[config.mk]
export PLATFORM = sky130hd
export DESIGN_NAME = posedge_detector
export DESIGN_NICKNAME = d
export VERILOG_FILES = /design/src/rtl/posedge_detector.sv
export SDC_FILE = /design/constraint.sdc
export NUM_CORES = 1
export LEC_CHECK = 0
export ABC_AREA = 1
export BUFFER_PORTS_ARGS = -buffer_cell sky130_fd_sc_hd__buf_2
export CORE_AREA = 10 10 47 49
export DETAILED_ROUTE_END_ITERATION = 8
export DIE_AREA = 0 0 57 59
export PLACE_DENSITY = 0.67
export SLEW_MARGIN = 20
export SYNTH_ARGS = -nofsm -noshare
export SYNTH_HDL_FRONTEND = slang
export SYNTH_SLANG_ARGS = --single-unit
[constraint.sdc]
create_clock -name clk -period 1.5 [get_ports clk]
set_input_delay 0.225 -clock clk [delete_from_list [all_inputs] [get_ports clk]]
set_output_delay 0.225 -clock clk [all_outputs]
set_load 0.03 [all_outputs]
[src/rtl/posedge_detector.sv]
// Per-bit registered rising-edge pulse with OR-reduced pulse and saturating edge counter.
// Define POSEDGE_DET_SYNC_EN to insert a SYNC_STAGES-deep synchronizer on d (adds SYNC_STAGES cycles latency).
module posedge_detector #(
  parameter int WIDTH       = 1,
  parameter int CNT_W       = 8,
  parameter int SYNC_STAGES = 2
) (
  input  logic             clk,
  input  logic             rstn,
  input  logic [WIDTH-1:0] d,
  output logic [WIDTH-1:0] q,
  output logic             q_any,
  output logic [CNT_W-1:0] edge_cnt
);

  if (WIDTH < 1 || CNT_W < 1 || SYNC_STAGES < 2) begin : g_param_chk
    $error("posedge_detector: WIDTH>=1, CNT_W>=1, SYNC_STAGES>=2 required");
  end

  logic [WIDTH-1:0] d_s;

`ifdef POSEDGE_DET_SYNC_EN
  logic [SYNC_STAGES-1:0][WIDTH-1:0] sync_q;

  always_ff @(posedge clk or negedge rstn) begin
    if (!rstn) begin
      sync_q <= '0;
    end else begin
      sync_q <= {sync_q[SYNC_STAGES-2:0], d};
    end
  end

  assign d_s = sync_q[SYNC_STAGES-1];
`else
  assign d_s = d;
`endif

  logic [WIDTH-1:0] d_prev_q;
  logic [WIDTH-1:0] q_q, q_d;
  logic             q_any_q, q_any_d;
  logic [CNT_W-1:0] cnt_q, cnt_d;

  always_comb begin
    q_d     = d_s & ~d_prev_q;
    q_any_d = |q_d;
    cnt_d   = cnt_q;
    // Counts cycles with any edge, not individual bits; sticks at all-ones.
    if (q_any_d && (cnt_q != {CNT_W{1'b1}})) begin
      cnt_d = cnt_q + CNT_W'(1);
    end
  end

  always_ff @(posedge clk or negedge rstn) begin
    if (!rstn) begin
      d_prev_q <= '0;
      q_q      <= '0;
      q_any_q  <= 1'b0;
      cnt_q    <= '0;
    end else begin
      d_prev_q <= d_s;
      q_q      <= q_d;
      q_any_q  <= q_any_d;
      cnt_q    <= cnt_d;
    end
  end

  assign q        = q_q;
  assign q_any    = q_any_q;
  assign edge_cnt = cnt_q;

endmodule

==> impl_metrics.toml, run 1 <==
[status]
status = "finished, final reports clean"

[yosys]
ys.warnings.count = 0
post-synth-top-area-fraction_pct = 44.4
combinational_family_with_the_most_area_after_synthesis = "simple AND/OR/NAND/NOR gates"
ys_seq_elements = 10
main_area_contributors_after_synthesis = "sky130_fd_sc_hd__dfrtp_1 (44%), sky130_fd_sc_hd__nand2_1 (15%), sky130_fd_sc_hd__nand3_1 (6.2%)"
synthesis.area_per_instance_um2 = 8.16
netlist_top_cells_count = "sky130_fd_sc_hd__nand2_1 (23), sky130_fd_sc_hd__dfrtp_1 (10), sky130_fd_sc_hd__inv_1 (8), sky130_fd_sc_hd__nand3_1 (7)"
post_synth_num_cell_types = 17
post_synth_mux_area_share_pct = 0
postSynthNetCount = 73
synth-compound-area-share_pct = 2.44
synth-adder-area-share_pct = 2.22
synth_seq_area_share_pct = 44.4
synth_xor_area_share_pct = 1.56
synth_async_sr_flop_share_pct = 100
main_synth_ff_type = "sky130_fd_sc_hd__dfrtp_1"
synth_top_cell_by_area = "sky130_fd_sc_hd__dfrtp_1"
yosysMostFrequentCell = "sky130_fd_sc_hd__nand2_1"
synth_cells = 69
post_synth_and_or_nand_nor_area_fraction_pct = 38.2
syn_std_cell_area_um2 = 563
synth_edf_count = 0

[power]
power_density_over_the_cells_nw_per_um2 = 1460
leakagePower_nw = 0.360
max-vdd-ir-drop_uv = 1030

[setup_path]
timing.setup.critical_path_class = "flip-flop to flip-flop"
crit_path_max_fanout = 7
cp.arrival_ps = 1530
timing.critical_path.to_type = "flip-flop"
cp.required_ps = 1700
critPathLaunchType = "flip-flop"

[routing]
viasPerCell = 4.87
drt-initial-drc-count = 6
wl_mm = 1.18
vias = 487
number_of_optimization_iterations_in_the_first_detailed_route_pass = 4
drc = 0
drt_antenna_net_count = 0
post_drt_wl_per_cell_um = 11.8

[sta]
setup_viol = 0
final_min_period_over_clock_period_pct = 88.4
slew_violations = 0
max_slew.worst_pin.slew_ps = 244
setup_repair_after_global_routing_missed_its_margin = "false"
slew_headroom_pct = 83.7
finalCriticalPeriod_ps = 1330
hold_ws_ps = 60.6
report.final.hold_viol_count = 0
setup-tns-final_ps = 0
worst_clk_skew_ps = 10.6
fmaxAchievable_mhz = 754

[grt]
grt_pass1_vias = 459
grt_overflow_total = 0
gr-usage-all-layers_pct = 7.97
first_pass_grt_wire_length_mm = 2.07
initial_antenna_violation_count = 0
maximum_number_of_pins_on_one_net_before_global_route_repair = 11

[clock_tree]
worstSkewPairLatency_ps = 280
cts-buffers-inserted = 3
htree_levels = 1
tritoncts = "done"
cts_setup_buffers = 0
clock_transition_at_the_register_clock_pins_on_the_worst_setup_and_hold_paths_after_cts_ps = 80
clk_root_buffer_cell = "sky130_fd_sc_hd__clkbuf_4"
clock_sinks = 10
clock_path_buffers = 2

[final_layout]
insertedDiodeCount = 0
finish.utilization_pct = 48.1
stdcell_area_um2 = 674
syn_to_final_growth_pct = 19.8
final_net_count = 89
drive_above_1_share_pct = 27.4

[worst_hold_path]
hold_path_class = "input pin to flip-flop"

[floorplan]
dieWidth_um = 57
die_y_um = 59
core.rowCount = 14
ioPinCount = 13
floorplan.die_area_um2 = 3360
fp.coreArea_um2 = 1400
initial_core_util_pct = 40.2

[place]
placement.cell_area_um2 = 628
detailedPlacementHpwl_um = 898
port_buffers = 12
gp_routability_congestion = 0.814

[flow_run]
number_of_max_cap_violations = 0
cell families (layout without fill, tap and decap cells):
group | Yosys count | in the layout
AND/OR/NAND/NOR | 44 | 44
buffers and inverters | 11 | 26
flip-flops | 10 | 10
AO/OA/AOI/OAI | 2 | 2
adder cells (fa/ha/maj) | 1 | 1
XOR/XNOR | 1 | 1
sequential cells by signal, indices dropped and copies added (netlist names):
register,cells
q,1
d_prev_q,1
edge_cnt,8
critical path: stages, from the launching register on:
cell                      delay (ps)
sky130_fd_sc_hd__dfrtp_1         410
sky130_fd_sc_hd__ha_1            250
sky130_fd_sc_hd__nand2_1         110
sky130_fd_sc_hd__nor2_2          170
sky130_fd_sc_hd__nand2_4         110
sky130_fd_sc_hd__nand2_4         100
sky130_fd_sc_hd__nand2_1          60
sky130_fd_sc_hd__o21ai_2          60
per-layer routing:
| layer | part of all wire (%) | global-route usage (%) |
|---|---|---|
| met1 | 40 | 8.51 |
| met2 | 50 | 11.5 |
| met3 | 6.1 | 3.43 |
| met4 | 3.8 | 7.72 |
| met5 | 0 | 0 |
metrics by stage:
| stage | std cells | setup WS (ps) | power [mW] |
|---|---|---|---|
| finish | 100 | 174 | 0.987 |
| global route | 100 | 28.5 | 1.05 |
| CTS | 100 | 172 | 0.999 |
| detailed placement | 95 | 191 | 0.737 |
| global placement | 95 | 243 | 0.734 |
| floorplan | 69 | 96.5 | 0.657 |
area by class of cell:
class | instances | area, um^2
well taps | 16 | 20.0
fillers | 151 | 727
multi-input cells | 48 | 250
repair buffers | 13 | 70.1
flip-flops and latches | 10 | 250
clock buffers | 4 | 36.3
inverters | 9 | 47.5
final timing paths:
| path | startpoint | end | slack, ps | depth (start not counted) |
|---|---|---|---|---|
| max reg2reg | edge_cnt[0] | edge_cnt[2] | 170 | 7 |
| min | d | d_prev_q | 60 | 1 |
| max in group asynchronous | rstn | edge_cnt[2] | 970 | 2 |
| min reg2reg | edge_cnt[7] | edge_cnt[7] | 500 | 2 |
| max | edge_cnt[0] | edge_cnt[2] | 170 | 7 |
| min in group asynchronous | rstn | d_prev_q | 330 | 2 |
report_power, final:
| group | switching, mW | leakage, nW | internal (mW) |
|---|---|---|---|
| logic | 0.212 | 0.214 | 0.110 |
| registers | 0.0873 | 0.126 | 0.321 |
| clock network | 0.110 | 0.0210 | 0.148 |
what timing repair did:
action	in CTS	in global routing
hold buffers	1	0
resized for setup	0	0
endpoints found under the hold margin	10	0
cell usage in the layout, fill, tap and decap left out, drive strengths merged:
master / count
bufinv: 1
nor2: 6
inv: 8
buf: 12
nand3b: 1
nand4: 4
dlygate4sd3: 1
xnor2: 1
nand2: 26
nand3: 7
clkbuf: 4
ha: 1
o21ai: 2
dfrtp: 10
Power figures use the tool's default switching activity.
==> inputs of run 2 (changes only) <==
--- a/config.mk
+++ b/config.mk
@@ -6,11 +6,12 @@
 export NUM_CORES = 1
 export LEC_CHECK = 0
 export ABC_AREA = 1
-export BUFFER_PORTS_ARGS = -buffer_cell sky130_fd_sc_hd__buf_2
 export CORE_AREA = 10 10 47 49
+export CTS_CLUSTER_DIAMETER = 100
 export DETAILED_ROUTE_END_ITERATION = 8
 export DIE_AREA = 0 0 57 59
-export PLACE_DENSITY = 0.67
+export DONT_BUFFER_PORTS = 1
+export PLACE_DENSITY = 0.59
 export SLEW_MARGIN = 20
 export SYNTH_ARGS = -nofsm -noshare
 export SYNTH_HDL_FRONTEND = slang
==> impl_metrics.toml, run 2 (same netlist as run 1, synthesis figures left out) <==
[clock_tree]
cts_setup_buffers = 0
clock_sinks = 10
cts-hold-fix-buffers = 2
cts_resized = 0
clock_transition_at_the_register_clock_pins_on_the_worst_setup_and_hold_paths_after_cts_ps = 70
worstSkewPairLatency_ps = 270
clock_path_buffers = 2
cts-buffers-inserted = 3
tritoncts = "done"
htree_levels = 1
clk_root_buffer_cell = "sky130_fd_sc_hd__clkbuf_4"

[power]
power_density_over_the_cells_nw_per_um2 = 1490
max-vdd-ir-drop_uv = 600
clock_power_share_pct = 23.8
p_int_mw = 0.606
share_seq_of_total_power_pct = 38.0
comb_power_share_pct = 38.2
power.net_switching_mw = 0.399
switching_share_pct = 39.7
leakagePower_nw = 0.345

[floorplan]
fp.coreArea_um2 = 1400
initial_core_util_pct = 40.2
die_y_um = 59
ioPinCount = 13
core.rowCount = 14
dieWidth_um = 57
floorplan.die_area_um2 = 3360

[setup_path]
timing.setup.critical_path_class = "flip-flop to flip-flop"
cp.required_ps = 1700
crit_path_max_fanout = 7
timing.reg2reg.setup_slack_ps = 230
critPathLaunchType = "flip-flop"
timing.critical_path.to_type = "flip-flop"
rr_startpoint = "edge_cnt[7]"
cp.arrival_ps = 1470
critical_path.reg2reg.endpoint = "edge_cnt[2]"
ff2ff_path_depth = 6

[sta]
post-route-worst-setup-slack_ps = 235
worst_clk_skew_ps = 7.04
max_slew.worst_pin.slew_ps = 527
slew_violations = 0
setup_viol = 0
report.final.hold_viol_count = 0
final_min_period_over_clock_period_pct = 84.3
setup-tns-final_ps = 0
slew_headroom_pct = 64.9
finalCriticalPeriod_ps = 1270
fmaxAchievable_mhz = 790
setup_repair_after_global_routing_missed_its_margin = "false"

[grt]
maximum_number_of_pins_on_one_net_before_global_route_repair = 11
initial_antenna_violation_count = 0
gr-usage-all-layers_pct = 7.41
first_pass_grt_wire_length_mm = 1.93
grt_overflow_total = 0
grt_pass1_vias = 461

[place]
setup_slack_at_placement_ps = 247
port_buffers = 0
detailedPlacementHpwl_um = 918
gp_routability_congestion = 0.787

[final_layout]
insertedDiodeCount = 0
syn_to_final_growth_pct = 20.2
final_common_cell = "sky130_fd_sc_hd__nand2_1"
drive_above_1_share_pct = 22.5
nFillCells = 146
seq_area_um2 = 250
final_net_count = 85
multi_input_comb_area_um2 = 250
layout_common_cells = "sky130_fd_sc_hd__nand2_1 (23), sky130_fd_sc_hd__dfrtp_1 (10), sky130_fd_sc_hd__inv_1 (8), sky130_fd_sc_hd__nand3_1 (7), sky130_fd_sc_hd__buf_4 (7)"
largest_register_ff_count = 8

[routing]
number_of_optimization_iterations_in_the_first_detailed_route_pass = 4
drt-initial-drc-count = 2
drc = 0
drt_antenna_net_count = 0
wl_mm = 1.15
viasPerCell = 4.66
post_drt_wl_per_cell_um = 11.9
vias = 447

[status]
status = "finished, final reports clean"

[worst_hold_path]
hold_path_class = "input pin to flip-flop"
whs_endpoint = "edge_cnt[7]"
timing.hold.worst_path_depth = 4
hold_path.startpoint = "d"

[flow_run]
number_of_max_cap_violations = 0
run 2: changes by cell type in the layout (fill, tap and decap cells not counted), sizes merged:
cell         before  now
buf              12    7
dlygate4sd3       1    2
run 2: worst max-delay path by stage:
stage / startpoint / to
global placement: edge_cnt[7] / edge_cnt[2]
floorplan: edge_cnt[0] / edge_cnt[3]
global route: edge_cnt[0] / edge_cnt[0]
detailed placement: edge_cnt[7] / edge_cnt[2]
finish: edge_cnt[7] / edge_cnt[2]
CTS: edge_cnt[7] / edge_cnt[2]
run 2: layer usage:
metal / up-vias / wire length [um] / global-route usage [%]
li1: 240 / - / -
met1: 197 / 472 / 6.93
met2: 10 / 559 / 12.4
met3: 0 / 114 / 5.79
met4: 0 / 0 / 2.01
met5: - / 0 / 0
run 2: power by group through the flow:
| stage | registers [mW] | clock network [mW] | logic (mW) |
|---|---|---|---|
| after detailed placement | 0.388 | 0 | 0.382 |
| after global placement | 0.384 | 0 | 0.381 |
| after global routing | 0.391 | 0.263 | 0.420 |
| after floorplan | 0.484 | 0 | 0.173 |
| final | 0.382 | 0.240 | 0.384 |
| after CTS | 0.383 | 0.250 | 0.392 |
run 2: area by class of cell:
cell class	count	share of cell area (%)
Sequential cell	10	37.0
Multi-Input combinational cell	48	37.0
Inverter	9	7.02
Clock buffer	4	5.36
Timing Repair Buffer	9	10.7
Tap cell	16	2.96
run 2: stage by stage:
| step | utilization (%) | area, um^2 | total power, mW | hold WS, ps | std cells |
|---|---|---|---|---|---|
| 6_report | 48.3 | 677 | 1.01 | 253 | 96 |
| 3_3_place_gp | 44.3 | 621 | 0.765 | -70.3 | 90 |
| 5_1_grt | 48.3 | 677 | 1.07 | 273 | 96 |
| 4_1_cts | 48.3 | 677 | 1.03 | 266 | 96 |
| 2_1_floorplan | - | 563 | 0.657 | -70.6 | 69 |
| 3_5_place_dp | 44.3 | 621 | 0.770 | -70.3 | 90 |
run 2: critical path: stages (launching register included):
cell,delay [ps]
sky130_fd_sc_hd__dfrtp_1,550
sky130_fd_sc_hd__inv_1,140
sky130_fd_sc_hd__nor2_2,200
sky130_fd_sc_hd__nand2_4,100
sky130_fd_sc_hd__nand2_4,90
sky130_fd_sc_hd__nand2_1,60
sky130_fd_sc_hd__o21ai_2,50
==> inputs of run 3 (changes only) <==
--- a/config.mk
+++ b/config.mk
@@ -5,13 +5,13 @@
 export SDC_FILE = /design/constraint.sdc
 export NUM_CORES = 1
 export LEC_CHECK = 0
-export ABC_AREA = 1
+export ABC_AREA = 0
 export CORE_AREA = 10 10 47 49
 export CTS_CLUSTER_DIAMETER = 100
 export DETAILED_ROUTE_END_ITERATION = 8
 export DIE_AREA = 0 0 57 59
 export DONT_BUFFER_PORTS = 1
-export PLACE_DENSITY = 0.59
+export PLACE_DENSITY = 0.5
 export SLEW_MARGIN = 20
 export SYNTH_ARGS = -nofsm -noshare
 export SYNTH_HDL_FRONTEND = slang
==> constraint.sdc (replaced) <==
create_clock -name clk -period 1.2 [get_ports clk]
set_input_delay 0.18 -clock clk [delete_from_list [all_inputs] [get_ports clk]]
set_output_delay 0.18 -clock clk [all_outputs]
set_load 0.03 [all_outputs]
==> impl_metrics.toml, run 3 <==
[routing]
number_of_optimization_iterations_in_the_first_detailed_route_pass = 4
drc = 0
wl_mm = 1.17
vias = 387
viasPerCell = 5.03
drt_antenna_net_count = 0
drt-initial-drc-count = 13
post_drt_wl_per_cell_um = 15.2

[setup_path]
worst-path-buf-inv = 0
worst_path_dominant_cell_family = "flip-flops"
timing.setup.critical_path_class = "flip-flop to flip-flop"
cp.arrival_ps = 1470
timing.reg2reg.setup_slack_ps = -120
critical_path.reg2reg.endpoint = "edge_cnt[6]"
cp.required_ps = 1360
critPathLaunchType = "flip-flop"
ff2ff_path_depth = 4
worst-path-stages = 4
crit_path_max_fanout = 3
worst_setup_path_startpoint = "edge_cnt[1]"
critPathCapture = "edge_cnt[6]"
critPathMaxStageDelay_ps = 430
crit_path_top_delay_cell = "sky130_fd_sc_hd__dfrtp_2"
timing.critical_path.to_type = "flip-flop"
rr_startpoint = "edge_cnt[1]"
crit_chain = "ha_4, and4b_1, nand4_1, mux2_4"

[power]
max-vdd-ir-drop_uv = 1040
p_int_mw = 0.992
switching_share_pct = 40.9
power_density_over_the_cells_nw_per_um2 = 2370
clock_power_share_pct = 14.3
power.net_switching_mw = 0.687
comb_power_share_pct = 51.8
share_seq_of_total_power_pct = 33.9
leakagePower_nw = 0.324

[floorplan]
fp.coreArea_um2 = 1400
floorplan.die_area_um2 = 3360
initial_core_util_pct = 32.9
core.rowCount = 14
die_y_um = 59
dieWidth_um = 57
ioPinCount = 13

[yosys]
main_synth_ff_type = "sky130_fd_sc_hd__dfrtp_1"
synth_async_sr_flop_share_pct = 100
post_synth_num_cell_types = 19
post-synth-top-area-fraction_pct = 54.3
post_synth_and_or_nand_nor_area_fraction_pct = 17.4
ys.warnings.count = 0
netlist_top_cells_count = "sky130_fd_sc_hd__dfrtp_1 (10), sky130_fd_sc_hd__xnor2_1 (4), sky130_fd_sc_hd__a21oi_1 (3)"
synth_cells = 37
synthesis.area_per_instance_um2 = 12.4
synth_xor_area_share_pct = 7.61
synth_edf_count = 0
syn_std_cell_area_um2 = 460
postSynthNetCount = 41
synth-compound-area-share_pct = 11.4
main_area_contributors_after_synthesis = "sky130_fd_sc_hd__dfrtp_1 (54%), sky130_fd_sc_hd__xnor2_1 (7.6%), sky130_fd_sc_hd__and4b_1 (4.3%)"
post_synth_mux_area_share_pct = 4.89
synth_top_cell_by_area = "sky130_fd_sc_hd__dfrtp_1"
synth-adder-area-share_pct = 2.72
ys_seq_elements = 10
combinational_family_with_the_most_area_after_synthesis = "simple AND/OR/NAND/NOR gates"
yosysMostFrequentCell = "sky130_fd_sc_hd__dfrtp_1"
synth_seq_area_share_pct = 54.3

[clock_tree]
clk_root_buffer_cell = "sky130_fd_sc_hd__clkbuf_4"
tritoncts = "done"
clock_path_buffers = 2
clock_transition_at_the_register_clock_pins_on_the_worst_setup_and_hold_paths_after_cts_ps = 70
cts-buffers-inserted = 3
worstSkewPairLatency_ps = 270
clock_sinks = 10
htree_levels = 1

[place]
port_buffers = 0
detailedPlacementHpwl_um = 890
setup_slack_at_placement_ps = -108
placement.cell_area_um2 = 622
gp_routability_congestion = 0.747

[worst_hold_path]
hold_path_class = "input pin to flip-flop"

[sta]
hold_ws_ps = 213
max_slew.worst_pin.slew_ps = 481
setup_repair_after_global_routing_missed_its_margin = "true"
worst_clk_skew_ps = 10.5
fmaxAchievable_mhz = 759
setup_viol = 3
final_min_period_over_clock_period_pct = 110
post-route-worst-setup-slack_ps = -117
slew_headroom_pct = 67.8
slew_violations = 0
finalCriticalPeriod_ps = 1320
report.final.hold_viol_count = 0

[final_layout]
syn_to_final_growth_pct = 54.1
layout_common_cells = "sky130_fd_sc_hd__buf_4 (16), sky130_fd_sc_hd__dfrtp_1 (7), sky130_fd_sc_hd__xnor2_1 (4)"
insertedDiodeCount = 0
largest_register_ff_count = 8
final_common_cell = "sky130_fd_sc_hd__buf_4"
nFillCells = 134
final_net_count = 66
drive_above_1_share_pct = 54.1
finish.utilization_pct = 50.6
stdcell_area_um2 = 709

[grt]
first_pass_grt_wire_length_mm = 2.01
grt_pass1_vias = 450
grt_overflow_total = 0
initial_antenna_violation_count = 0
maximum_number_of_pins_on_one_net_before_global_route_repair = 11
gr-usage-all-layers_pct = 7.24

[status]
violated_checks = "setup timing"
status = "finished, violations left"

[flow_run]
number_of_max_cap_violations = 0
run 3: how the worst min path moves through the flow:
stage | startpoint | end | slack (ps) | depth (start not counted)
floorplan | rstn | d_prev_q | -120 | 0
global placement | rstn | edge_cnt[3] | -120 | 0
detailed placement | rstn | edge_cnt[3] | -120 | 0
CTS | d | q | 210 | 2
global route | d | q | 210 | 2
finish | d | q | 210 | 2
run 3: layer usage:
layer  track usage [%]  wire, um
met2              12.1       548
met5                 0         0
met3              2.58        97
met4              3.02        25
met1              8.17       501
run 3: kinds of logic after synthesis:
group           Yosys count
compound gates            8
xor+xnor                  4
buf+inv                   1
flops                    10
fa+ha+maj                 1
mux                       2
simple gates             11
run 3: cell type report:
class / count / area [um^2] / share of cell area (%)
tap: 16 / 20.0 / 2.82
sequential: 10 / 254 / 35.8
multi-input combinational: 26 / 235 / 33.2
clock buffer: 4 / 26.3 / 3.70
timing repair buffer: 21 / 174 / 24.5
run 3: power groups by stage:
stage	combinational [mW]	clock, mW	sequential [mW]
2_1_floorplan	0.180	0	0.813
3_3_place_gp	0.742	0	0.567
3_5_place_dp	0.749	0	0.578
4_1_cts	0.830	0.245	0.575
5_1_grt	0.948	0.269	0.586
6_report	0.870	0.239	0.570
run 3: repair_timing:
| action | 4_1_cts | 5_1_grt |
|---|---|---|
| gates resized for setup | 5 | 2 |
| hold endpoints to repair | 11 | 0 |
| endpoints found under the setup margin | 6 | 9 |
| pin swaps | 5 | 2 |
| buffers inserted | 1 | 1 |
| hold buffers | 2 | 0 |
run 3: through the flow:
step	total power, mW	TNS, ps	std cells
5_1_grt	1.80	-512	77
4_1_cts	1.65	-200	76
2_1_floorplan	0.992	-476	37
3_3_place_gp	1.31	-142	69
6_report	1.68	-180	77
3_5_place_dp	1.33	-202	69
